<file path="src/rtl/whack_pkg.sv">
// Shared constants for the whack-a-mole input path.
// Board-level defaults for hammer count, clock rate and 10 ms debounce.
package whack_pkg;

    localparam int N_HAMMER       = 5;
    localparam int CLK_HZ         = 100_000_000;
    localparam int DB_CYCLES_10MS = CLK_HZ / 100;

endpackage

</file>
<file path="src/rtl/debounce_ch.sv">
// One hammer channel: 2-flop synchroniser, stability counter, accepted
// level and a registered rising-edge flag.
module debounce_ch
    import whack_pkg::*;
#(
    parameter int DB_CYCLES = DB_CYCLES_10MS
) (
    input  logic clk,
    input  logic rst,
    input  logic raw,
    output logic level,
    output logic rise
);

    localparam int CW = $clog2(DB_CYCLES);
    localparam logic [CW-1:0] CNT_MAX = CW'(DB_CYCLES - 1);

    logic          s1;
    logic          s2;
    logic          stable;
    logic [CW-1:0] cnt;

    // Any sample equal to the accepted value restarts the count.
    always_ff @(posedge clk) begin
        if (rst) begin
            s1     <= 1'b0;
            s2     <= 1'b0;
            stable <= 1'b0;
            cnt    <= '0;
            rise   <= 1'b0;
        end else begin
            s1   <= raw;
            s2   <= s1;
            rise <= 1'b0;
            if (s2 == stable) begin
                cnt <= '0;
            end else if (cnt == CNT_MAX) begin
                stable <= s2;
                cnt    <= '0;
                rise   <= s2;
            end else begin
                cnt <= cnt + 1'b1;
            end
        end
    end

    assign level = stable;

endmodule

</file>
<file path="src/rtl/hammer_conditioner.sv">
// Hammer button conditioner: debounced levels plus armed, lockable hit pulses.
// Define HAMMER_ONEHOT_EN to allow only the lowest simultaneous hit to pulse.
module hammer_conditioner
    import whack_pkg::*;
#(
    parameter int N_BTN     = N_HAMMER,
    parameter int DB_CYCLES = DB_CYCLES_10MS
) (
    input  logic             clk,
    input  logic             rst,
    input  logic             arm,
    input  logic [N_BTN-1:0] hammer_raw,
    output logic [N_BTN-1:0] hammer_level,
    output logic [N_BTN-1:0] hammer_pulse,
    output logic             hammer_idle
);

    logic [N_BTN-1:0] rise;
    logic [N_BTN-1:0] lock;
    logic [N_BTN-1:0] cand;
    logic [N_BTN-1:0] grant;

    for (genvar i = 0; i < N_BTN; i++) begin : g_ch
        debounce_ch #(
            .DB_CYCLES(DB_CYCLES)
        ) u_ch (
            .clk  (clk),
            .rst  (rst),
            .raw  (hammer_raw[i]),
            .level(hammer_level[i]),
            .rise (rise[i])
        );
    end

    assign cand = rise & ~lock & {N_BTN{arm}};

`ifdef HAMMER_ONEHOT_EN
    // Lowest set bit wins; losers are dropped, not queued.
    assign grant = cand & (~cand + N_BTN'(1));
`else
    assign grant = cand;
`endif

    // A button held while disarmed stays locked until it is released.
    always_ff @(posedge clk) begin
        if (rst) begin
            lock         <= '0;
            hammer_pulse <= '0;
        end else begin
            hammer_pulse <= grant;
            for (int i = 0; i < N_BTN; i++) begin
                if (!hammer_level[i]) begin
                    lock[i] <= 1'b0;
                end else if (!arm) begin
                    lock[i] <= 1'b1;
                end
            end
        end
    end

    assign hammer_idle = ~|hammer_level;

endmodule

</file>
<file path="config.mk">
export PLATFORM = sky130hd
export DESIGN_NAME = hammer_conditioner
export DESIGN_NICKNAME = d
export VERILOG_FILES = /design/src/rtl/whack_pkg.sv /design/src/rtl/debounce_ch.sv /design/src/rtl/hammer_conditioner.sv
export SDC_FILE = /design/constraint.sdc
export NUM_CORES = 1
export LEC_CHECK = 0
export CAP_MARGIN = 20
export CORE_ASPECT_RATIO = 1.75
export CORE_MARGIN = 2
export CORE_UTILIZATION = 45
export DETAILED_ROUTE_END_ITERATION = 6
export PLACE_DENSITY = 0.61
export SETUP_SLACK_MARGIN = 0.1
export SYNTH_ARGS = -nofsm -noshare
export SYNTH_HDL_FRONTEND = slang
export SYNTH_HIERARCHICAL = 1
export SYNTH_SLANG_ARGS = --single-unit
</file>
<file path="constraint.sdc">
create_clock -name clk -period 2.35 [get_ports clk]
set_input_delay 0.3525 -clock clk [delete_from_list [all_inputs] [get_ports clk]]
set_output_delay 0.3525 -clock clk [all_outputs]
set_load 0.02 [all_outputs]
</file>
# Yosys cells after proc, flatten, opt, wreduce, memory -nomap -nowiden
# Index checks and enable logic that the tools add are counted.
[word_totals] word_cells=86 output_inout_bits=11 regBits=130 inputBits=8
[op_classes] n_addsub=5 bitwise=18 reduce_logical=22 eq_ne=10
[ops] op="$add A20 B1 Y20 const B" n=5
[ops] op="$eq A20 B20 Y1 const B" n=5
[ops] op="$reduce_or A3 Y1" n=10
[ops] op="$not A1 Y1" n=15
[ops] op="$and A5 B5 Y5" n=2
[ops] op="$reduce_and A2 Y1" n=5
[ops] op="$reduce_or A2 Y1" n=5
[ops] op="$eq A1 B1 Y1" n=5
[ops] op="$not A5 Y5" n=1
[ops] op="$reduce_or A5 Y1" n=1
[ops] op="$logic_not A1 Y1" n=1

# Longest topological paths before layout
# Gate-level depths: netlist (run 1).
[logic_depth] word_depth=3 ltp_mapped=7 depth_no_buf=5

# Cells and area by module
# The synthesis (run 1) kept the hierarchy.
[modules_own_cells] module="debounce_ch" seq_area_each_um2=480.5 cells_per_inst=124 area_per_inst_um2=1078.5 n_inst=5
[modules_own_cells] module="hammer_conditioner" seq_area_each_um2=200.2 cells_per_inst=28 area_per_inst_um2=332.8 n_inst=1

# Worst setup path after synthesis (run 1)
# Ideal clock, no wire load.
[synth_timing] path_type="register -> register" start="reg g_ch[0].u_ch.cnt[8]" end="reg g_ch[0].u_ch.cnt[17]" path_stages_with_launch=5 required_ps=2280 slack_ps=612 n_path_buf=0 setup_ps=70 t_arrival_ps=1668 cell_sequence="dfxtp_1 > nand4_4 > or4_4 > or4_1 > a21oi_1"
[synth_via] elab_chain_len=2
[synth_rtl] element="start, declared" line_no="debounce_ch.sv:21" text="logic [CW-1:0] cnt;"
[synth_rtl] element="start signal, assigned" line_no="debounce_ch.sv:42" text="cnt <= cnt + 1'b1;"
[synth_rtl] element="parallel branches: the longest is 2 deep, another holds $add A20 B1 Y20"
# Parallel ways; which one is timed is not known.
# A chain may end at the register's enable or synchronous reset.

# Worst setup path after layout (run 1)
[layout_timing] start="reg g_ch[0].u_ch.stable" end="out hammer_idle"
[layout_via] elab_chain_len=2
[layout_rtl] element="start, declared" line_no="debounce_ch.sv:20" text="logic stable;"
[layout_rtl] element="start signal, assigned" line_no="debounce_ch.sv:28" text="stable <= 1'b0;"
[layout_rtl] element="start signal, assigned" line_no="debounce_ch.sv:38" text="stable <= s2;"
[layout_rtl] element="$reduce_or A5 Y1" line_no="hammer_conditioner.sv:61" text="assign hammer_idle = ~|hammer_level;"
[layout_rtl] element="$logic_not A1 Y1" line_no="hammer_conditioner.sv:61"
[layout_rtl] element="end, declared" line_no="hammer_conditioner.sv:15" text="output logic hammer_idle"
# Every way passes these cells.

==> results summary, run 1 <==
The flow ran to the end, and the final reports show no timing, DRC or antenna violations. The first global-routing pass estimated 19100 um of wire. STA classifies the critical path endpoint as an output pin.

The post-route non-filler standard cell count is 863. The full die area is 13700 um^2. Setup repair after global routing left no endpoint under its margin.

Setup slack closes at 0.247 ns. The sum of net half-perimeters after detailed placement is 7970 um. The final period demand of the worst path is 2.10 ns. The height of the chip came out at 153 um. 19 I/O pins were placed. The worst setup path is launched from a flop. The via count normalized by instance count is 5.28. The number of global-route vias before repair is 4455. The relative area change from synthesis to final layout is 18.1%. The last weighted congestion value of the routability-driven placer came out at 0.864. The relative max-transition margin came out at 61.3%. For this design the ratio of total power to cell area is 756 nW/um^2.

The number of input and output port buffers inserted came out at 18. The critical path in this run is classified as reg2out. The clock net sink count is 130. For the pin with the worst max-slew slack, the measured transition is 0.573 ns. After synthesis, flip-flops and latches occupy 45.5% of the total area.

The initial standard-cell utilization of the core came out at 46.1%. The final layout contains routed wiring with a total length of 11200 um. The yosys synthesis warning count came out at 6. Global routing used 17.4% of the available tracks. Across the whole layout, storage elements account for 2600 um^2.

The cell area after synthesis is 5730 um^2. The total leakage power came out at 1.97 nW. The total count of hold-check failures in the final report is 0. The number of placed instances, taps included, is 831. The largest net degree at the start of global routing came out at 36. The required time at the worst-slack endpoint came out at 2.00 ns. Across the run, the number of max-cap violations was 0. The mean cell area of the mapped netlist came out at 8.84 um^2.

The number of instances in the synthesized netlist came out at 648. The global-route congestion overflow total came out at 0. The number of buffers on the longest clock path came out at 2.

The net count reported at finish came out at 695. The fill cell total of the finished layout came out at 1151. The antenna diode count came out at 0. Counting every net in the synthesized netlist gives 661. The count of standard-cell rows came out at 54.

Dividing the detail-routed wire length by the instance count gives 13.0 um. The number of max-slew violations in the final report was 0. Clock latency on the worst-skew pair, taken at its later pin, is 0.41 ns. The worst slack after detailed placement is 0.338 ns. The cts-stage hold buffer count is 0.

The largest fanout on the critical path came out at 6. For this run, design rule violations remaining after detail routing come to 0. Setup total negative slack on the finished layout was measured at 0 ns. The share of the clock period used by the worst path is 89.5%. The number of distinct library cell variants in the gate-level netlist after synthesis is 30. The count of final setup violators came out at 0.

Leaving out fill and tap cells, the most frequent cell in the layout is sky130_fd_sc_hd__dfxtp_1. The worst voltage drop across the vdd grid came out at 0.475 mV. The TritonCTS clock tree is yes. The arrival time of data at the critical path endpoint is 1.75 ns.

The CTS buffer count came out at 17. The share of cells above drive strength 1 came out at 9.21%. Synthesis inferred 130 register bits. After clock tree synthesis, the clock-pin slew on the worst setup and hold paths is 0.06 ns. The master cell of the clock root buffer is sky130_fd_sc_hd__clkbuf_16.

Leaving out fill and tap cells, the most frequent cells in the layout are 130 x sky130_fd_sc_hd__dfxtp_1, 101 x sky130_fd_sc_hd__nor2_1, 65 x sky130_fd_sc_hd__xnor2_1, 40 x sky130_fd_sc_hd__nand2_1, 35 x sky130_fd_sc_hd__inv_1. The initial antenna violation count is 0. Summing all multi-input logic gate instances after layout gives 2930 um^2.

The floorplan step set the die width to 89.3 um. Between clock sinks in the finished design, the worst skew comes to 0.00739 ns. The maximum clock rate is 476 MHz. The final cell utilization of the core is 54.4%. The number of levels in the clock H-tree came out at 4. The core footprint came out at 12400 um^2. The initial DRC count is 152.

The total via count in the routed design came out at 4553. The worst hold path belongs to the class reg2reg. The first TritonRoute pass finished after 4 iterations. The number of nets still failing antenna checks after routing came out at 0.
==> layer usage <==
metal | track usage (%) | up-vias | part of all wire, %
li1 | - | 2331 | -
met1 | 18.3 | 2132 | 42
met2 | 30.9 | 66 | 52
met3 | 4.70 | 24 | 2.9
met4 | 8.24 | 0 | 2.7
met5 | 0 | - | 0
==> final timing paths <==
kind	start	cells past startpoint	end	slack [ns]
worst max-delay path	g_ch[0].u_ch/level	3	hammer_idle	0.25
worst min-delay path	g_ch[1].u_ch/s1	1	g_ch[1].u_ch/s2	0.43
worst max register to register	g_ch[3].u_ch/cnt[0]	6	g_ch[3].u_ch/cnt[18]	0.29
worst min register to register	g_ch[1].u_ch/s1	1	g_ch[1].u_ch/s2	0.43
==> cells in the mapped netlist <==
cell type	number	area, um^2
sky130_fd_sc_hd__dfxtp_1	130	2600
sky130_fd_sc_hd__nor2_1	101	379
sky130_fd_sc_hd__xnor2_1	65	569
sky130_fd_sc_hd__nand2_1	40	150
sky130_fd_sc_hd__inv_1	35	131
sky130_fd_sc_hd__nand3_1	30	150
sky130_fd_sc_hd__nor4_1	30	188
sky130_fd_sc_hd__a21oi_1	25	125
sky130_fd_sc_hd__nand4_1	25	156
sky130_fd_sc_hd__nor3_1	25	125
sky130_fd_sc_hd__nor2b_1	15	93.8
sky130_fd_sc_hd__or3_1	15	93.8
sky130_fd_sc_hd__or4_1	11	82.6
sky130_fd_sc_hd__o31ai_1	10	75.1
sky130_fd_sc_hd__or2_2	10	62.6
sky130_fd_sc_hd__xor2_1	10	87.6
sky130_fd_sc_hd__nor3b_1	9	67.6
sky130_fd_sc_hd__clkbuf_1	6	22.5
sky130_fd_sc_hd__and3_1	5	31.3
sky130_fd_sc_hd__and3b_1	5	43.8
sky130_fd_sc_hd__buf_4	5	37.5
sky130_fd_sc_hd__ha_1	5	62.6
sky130_fd_sc_hd__mux2i_1	5	50.1
sky130_fd_sc_hd__nand4_4	5	106
sky130_fd_sc_hd__nor4b_1	5	43.8
sky130_fd_sc_hd__nor4bb_1	5	50.1
sky130_fd_sc_hd__o21ai_0	5	25.0
sky130_fd_sc_hd__o21ai_2	5	43.8
sky130_fd_sc_hd__or4_4	5	56.3
sky130_fd_sc_hd__nor3b_2	1	12.5
==> stage by stage <==
| step | power (W) | instance area [um^2] | hold slack (ns) |
|---|---|---|---|
| 6_report | 0.00512 | 6760 | 0.434 |
| 5_1_grt | 0.00531 | 6760 | 0.460 |
| 4_1_cts | 0.00517 | 6760 | 0.441 |
| 3_5_place_dp | 0.00233 | 6120 | 0.424 |
| 3_3_place_gp | 0.00233 | 6120 | 0.426 |
| 2_1_floorplan | 0.00230 | 5730 | 0.414 |
==> repair_timing <==
| item | CTS | global route |
|---|---|---|
| resized for setup | 1 | 0 |
| setup buffers | 0 | 0 |
| setup endpoints to repair | 1 | 0 |
==> sequential cells by signal, summed over array words and instances, names as in the netlist <==
register,cells
g_ch.u_ch/s2,5
g_ch.u_ch/cnt,100
g_ch.u_ch/level,5
lock,5
g_ch.u_ch/rise,5
hammer_pulse,5
g_ch.u_ch/s1,5
==> cells by family (layout without fill, tap and decap cells) <==
family,count (synthesis),in the layout,share of synthesized area (%)
xor gates and xnor gates,75,75,11.5
adders and majority gates,5,5,1.09
AOI/OAI and AO/OA,45,45,4.70
buffers and inverters,46,93,3.34
and+or+nand+nor,342,342,33.1
muxes,5,5,0.874
DFF,130,130,45.5
==> worst max-delay path, cell delays in order (launching register included) <==
cell and delay [ns]:
sky130_fd_sc_hd__dfxtp_1 0.35, sky130_fd_sc_hd__or4_1 0.55, sky130_fd_sc_hd__nor2_1 0.10, sky130_fd_sc_hd__dlygate4sd2_1 0.34
==> area by class of cell <==
type,instances,area share (%)
Multi-Input combinational cell,472,43.3
Tap cell,168,3.11
Sequential cell,130,38.5
Clock buffer,24,7.42
Clock inverter,8,2.18
Timing Repair Buffer,26,3.53
Inverter,35,1.94
==> power by group <==
group          internal [W]  total (W)  leakage, nW  switching, W
clock               0.00192    0.00283        0.309      0.000916
combinational     0.0000285  0.0000624        0.608     0.0000339
sequential          0.00222    0.00222         1.05    0.00000624
total               0.00416    0.00512         1.97      0.000956
Power figures use the tool's default switching activity.
==> run 2: changes to the inputs <==
--- a/config.mk
+++ b/config.mk
@@ -10,6 +10,7 @@
 export CORE_MARGIN = 2
 export CORE_UTILIZATION = 45
 export DETAILED_ROUTE_END_ITERATION = 6
+export GPL_TIMING_DRIVEN = 1
 export PLACE_DENSITY = 0.61
 export SETUP_SLACK_MARGIN = 0.1
 export SYNTH_ARGS = -nofsm -noshare
==> results of run 2 <==
Same layout as run 1: the final DEF is identical, and so are final timing and power.
